$ cat config.mk
export PLATFORM = sky130hd
export DESIGN_NAME = uparc_radix2_idiv
export DESIGN_NICKNAME = d
export VERILOG_FILES = /design/src/rtl/uparc_radix2_idiv_pkg.sv /design/src/rtl/uparc_radix2_idiv.sv
export SDC_FILE = /design/constraint.sdc
export NUM_CORES = 1
export LEC_CHECK = 0
export ABC_AREA = 1
export CORE_UTILIZATION = 53
export DETAILED_ROUTE_END_ITERATION = 8
export GPL_ROUTABILITY_DRIVEN = 0
export PLACE_DENSITY_LB_ADDON = 0.1
export SLEW_MARGIN = 25
export SYNTH_ARGS = -nofsm -noshare
export SYNTH_HDL_FRONTEND = slang
export SYNTH_SLANG_ARGS = --single-unit
$ cat constraint.sdc
create_clock -name clk -period 6.1 [get_ports clk]
set_input_delay 1.525 -clock clk [delete_from_list [all_inputs] [get_ports clk]]
set_output_delay 1.525 -clock clk [all_outputs]
set_load 0.01 [all_outputs]
$ cat src/rtl/uparc_radix2_idiv_pkg.sv
// Shared constants for the radix-2 divider: register width and FSM state encoding.
package uparc_radix2_idiv_pkg;

    // Architectural register width of the core.
    localparam int UPARC_REG_WIDTH = 32;

    // Divider control states (2-bit encoding).
    typedef enum logic [1:0] {
        DIV_IDLE = 2'd0,
        DIV_BUSY = 2'd1,
        DIV_FIX  = 2'd2
    } div_state_e;

endpackage : uparc_radix2_idiv_pkg

$ cat src/rtl/uparc_radix2_idiv.sv
// Sequential radix-2 restoring integer divider for DIV/DIVU.
// Divides operand magnitudes over WIDTH busy cycles, then applies the sign fix
// in one extra cycle. Result is {remainder, quotient} for HI/LO.
module uparc_radix2_idiv
    import uparc_radix2_idiv_pkg::*;
#(
    parameter int WIDTH = UPARC_REG_WIDTH
) (
    input  logic               clk,
    input  logic               rst,
    input  logic [WIDTH-1:0]   dividend,
    input  logic [WIDTH-1:0]   divider,
    input  logic               start,
    input  logic               signd,
    output logic               ready,
    output logic [2*WIDTH-1:0] remquot
);

    localparam int CNT_W = $clog2(WIDTH);
    localparam logic [CNT_W-1:0] CNT_LAST = CNT_W'(WIDTH - 1);
    localparam logic [CNT_W-1:0] CNT_ZERO = {CNT_W{1'b0}};

    // Conditional two's-complement negate.
    function automatic logic [WIDTH-1:0] uparc_cneg(input logic [WIDTH-1:0] v, input logic neg);
        logic [WIDTH-1:0] res;
        if (neg) begin
            res = (~v) + WIDTH'(1'b1);
        end else begin
            res = v;
        end
        return res;
    endfunction

    div_state_e         state;
    div_state_e         state_nxt;
    logic [CNT_W-1:0]   cnt;
    // Partial remainder; the top bit stays zero because P < |divider| after each restore.
    logic [WIDTH:0]     p_reg;
    logic [WIDTH-1:0]   q_reg;
    logic [WIDTH-1:0]   dvs;
    logic               neg_q;
    logic               neg_r;
    logic [2*WIDTH-1:0] remquot_reg;

    logic               accept;
    logic [WIDTH+1:0]   shifted;
    logic [WIDTH+1:0]   trial;
    logic               fits;

    assign accept  = (state == DIV_IDLE) && start;
    // {P,Q} shifted left by one, with one guard bit so the trial sign is visible.
    assign shifted = {p_reg, q_reg[WIDTH-1]};
    assign trial   = shifted - {2'b00, dvs};
    assign fits    = ~trial[WIDTH+1];
    assign remquot = remquot_reg;

    // FSM state register.
    always_ff @(posedge clk or posedge rst) begin
        if (rst) begin
            state <= DIV_IDLE;
        end else begin
            state <= state_nxt;
        end
    end

    // FSM next-state logic: IDLE -> BUSY on start, BUSY until the counter hits zero, one FIX cycle.
    always_comb begin
        state_nxt = state;
        case (state)
            DIV_IDLE: begin
                if (accept) begin
                    state_nxt = DIV_BUSY;
                end else begin
                    state_nxt = DIV_IDLE;
                end
            end
            DIV_BUSY: begin
                if (cnt == CNT_ZERO) begin
                    state_nxt = DIV_FIX;
                end else begin
                    state_nxt = DIV_BUSY;
                end
            end
            DIV_FIX: state_nxt = DIV_IDLE;
            default: state_nxt = DIV_IDLE;
        endcase
    end

    // FSM output: ready drops in the same cycle start is raised so the parent never sees a false idle.
    always_comb begin
        if ((state == DIV_IDLE) && !start) begin
            ready = 1'b1;
        end else begin
            ready = 1'b0;
        end
    end

    // Datapath: operand capture, one restoring step per busy cycle, sign fix into the result register.
    always_ff @(posedge clk or posedge rst) begin
        if (rst) begin
            cnt         <= CNT_ZERO;
            p_reg       <= {(WIDTH+1){1'b0}};
            q_reg       <= {WIDTH{1'b0}};
            dvs         <= {WIDTH{1'b0}};
            neg_q       <= 1'b0;
            neg_r       <= 1'b0;
            remquot_reg <= {(2*WIDTH){1'b0}};
        end else begin
            case (state)
                DIV_IDLE: begin
                    if (accept) begin
                        cnt   <= CNT_LAST;
                        p_reg <= {(WIDTH+1){1'b0}};
                        q_reg <= uparc_cneg(dividend, signd & dividend[WIDTH-1]);
                        dvs   <= uparc_cneg(divider, signd & divider[WIDTH-1]);
                        neg_q <= signd & (dividend[WIDTH-1] ^ divider[WIDTH-1]);
                        neg_r <= signd & dividend[WIDTH-1];
                    end else begin
                        cnt <= cnt;
                    end
                end
                DIV_BUSY: begin
                    cnt <= cnt - CNT_W'(1'b1);
                    if (fits) begin
                        p_reg <= trial[WIDTH:0];
                    end else begin
                        p_reg <= shifted[WIDTH:0];
                    end
                    q_reg <= {q_reg[WIDTH-2:0], fits};
                end
                DIV_FIX: begin
                    remquot_reg <= {uparc_cneg(p_reg[WIDTH-1:0], neg_r), uparc_cneg(q_reg, neg_q)};
                end
                default: begin
                    cnt <= CNT_ZERO;
                end
            endcase
        end
    end

endmodule : uparc_radix2_idiv

==> results.yml <==
sta:
  fin_skew_ps: 14.90
  fin_crit_sh_pct: 69.39
  grt_setup_unrepaired: "false"
  clock.fmax_mhz: 236.2
  tightest_slew_ps: 1224
  period_needed_ps: 4233
  tns_ps: 0
  slew_headroom_pct: 18.42
  finalHoldViolCount: 0
  slew_violations: 0
  setup_viol: 0
grt:
  track_usage_pct: 30.94
  overflow: 0
  grt_start_max_net_pins: 171
  first_global_vias: 11760
  antenna_found_initial: 0
  grt_pass1_wl_um: 60410
logic_synthesis:
  synth.area.top_cells: "dfrtp_1 33%, nand2_1 17%, nand3_1 8.5%"
  synthCells: 1979
  seq_area_frac_synth_pct: 32.82
  synth_edf_count: 0
  synth_warnings: 0
  ys.flop_type: "dfrtp_1"
  yosysTopAreaCell: "dfrtp_1"
  ys_ff_latch: 170
  synth_top_cell_area_share_pct: 32.82
  netlist_area_um2: 12960
  ys_types: 42
  syn-num-nets: 2086
  syn_area_per_cell_um2: 6.551
  async_flop_share_pct: 100.0
power_and_ir_drop:
  power_density_nw_per_um2: 609.0
  ir_worst_vdd_mv: 0.2569
  leakagePower_nw: 7.488
floorplanning:
  rows: 56
  start_util_pct: 54.58
  ios: 133
  fp.dieArea_um2: 25090
  fp.dieH_um: 158.4
  core-area_um2: 23750
  die_w_um: 158.4
clock_network:
  cts_hold_buf: 0
  cts_buffers: 17
  htreeDepth: 4
  postCtsSetupBuffers: 0
  cts_sinks: 170
  cts-resized-gates: 0
  cts-root-buf: "clkbuf_16"
  clk_latency_ps: 440
  clkTransAtPathRegs_ps: 70
  cts_tree: "built"
  ctsLongestPathBuffers: 2
routing:
  wl_um: 37430
  vias: 13240
  first_iter_violations: 1304
  firstDrtPassIters: 7
  routed_via_density: 5.509
  ant_nets: 0
  drc_errors: 0
  wire_per_inst_um: 15.58
finish:
  largest_reg_flops: 64
  diodes: 0
  drive_above_1_share_pct: 4.079
  final_util_pct: 63.56
  fin_area_um2: 15100
  nets: 2179
  layout_commonest_cell: "nand2_1"
  area_growth_syn_to_layout_pct: 16.47
  final_cell_mix: "595 x nand2_1, 260 x inv_1, 219 x nand3_1"
place:
  dp_hpwl_um: 28900
  port_buffers: 132
  placed_area_um2: 14470
critical_path:
  critPathMaxFanout: 3
  worstPathArrival_ps: 2710
  end_kind: "output port"
  required_ps: 4580
  worstSetupPathType: "in -> out"
  r2r_cells: 9
  start_kind: "input pin"
job:
  maxCapViolCount: 0
hold_path:
  hold_path.class: "reg -> reg"
  hold_depth: 2
status:
  status: "finished clean"
area by class of cell:
| class | count | area (um^2) |
|---|---|---|
| Inverter | 270 | 1017 |
| Sequential cell | 170 | 4255 |
| Timing Repair Buffer | 140 | 1394 |
| Clock inverter | 12 | 176.4 |
| Fill cell | 2172 | 8655 |
| Tap cell | 319 | 399.1 |
| Multi-Input combinational cell | 1473 | 7403 |
| Clock buffer | 19 | 452.9 |
per-layer routing:
layer	global-route usage (%)	part of all wire, %	vias to the layer above	wire length, um
met5	0	0	-	0
met4	8.059	1.7	0	650
met3	4.682	8.7	60	3244
met2	45.63	42	550	15850
met1	46.72	47	6066	17680
li1	-	-	6561	-
kinds of logic (layout without fill, tap and decap cells):
logic type / count (synthesis) / in the layout / synth area share, %
fa+ha+maj: 39 / 39 / 3.822
buf+inv: 336 / 441 / 10.27
simple gates: 1113 / 1113 / 36.96
compound gates: 232 / 232 / 10.12
xor+xnor: 89 / 89 / 6.013
flops: 170 / 170 / 32.82
critical path: stages:
cell             delay (ps)
clkdlybuf4s50_1         420
nor2_1                  190
clkdlybuf4s50_1         570
per-stage QoR:
step | instances | total power [mW] | hold WS, ps | setup slack (ps)
finish | 2403 | 9.195 | 483.4 | 1867
global route | 2403 | 10.02 | 507.6 | 1771
CTS | 2403 | 9.087 | 486.9 | 1874
detailed placement | 2372 | 7.887 | 469.5 | 1883
global placement | 2372 | 7.753 | 465.3 | 1909
floorplan | 1979 | 6.214 | 449.1 | 2406
power by group:
group,switching [mW],internal (mW)
Sequential,0.674,1.66
Clock,0.495,0.679
Combinational,3.59,2.10
Total,4.75,4.44
Yosys cell counts, types with 5 or more instances:
cell / number
a21oi_1: 44
a22oi_1: 28
a31oi_1: 13
and2_1: 8
buf_1: 5
buf_2: 5
buf_4: 7
buf_6: 5
clkbuf_1: 44
dfrtp_1: 170
ha_1: 38
inv_1: 261
inv_2: 7
nand2_1: 595
nand2_2: 8
nand3_1: 219
nand3b_1: 13
nand4_1: 27
nor2_1: 188
nor2_2: 6
nor3_1: 22
nor3_2: 6
nor4_1: 7
o211ai_1: 6
o21ai_0: 114
o21ai_1: 9
o31ai_1: 9
xnor2_1: 23
xor2_1: 66
final timing paths:
check | start | to | slack (ps)
max | start | ready | 1870
min | remquot[34] | remquot[34] | 480
max reg2reg | p_reg[27] | p_reg[29] | 3220
min reg2reg | remquot[34] | remquot[34] | 480
max in group asynchronous | rst | neg_q | 3440
min in group asynchronous | rst | remquot[8] | 1540
Note: power is estimated with default switching activity, not from simulation.
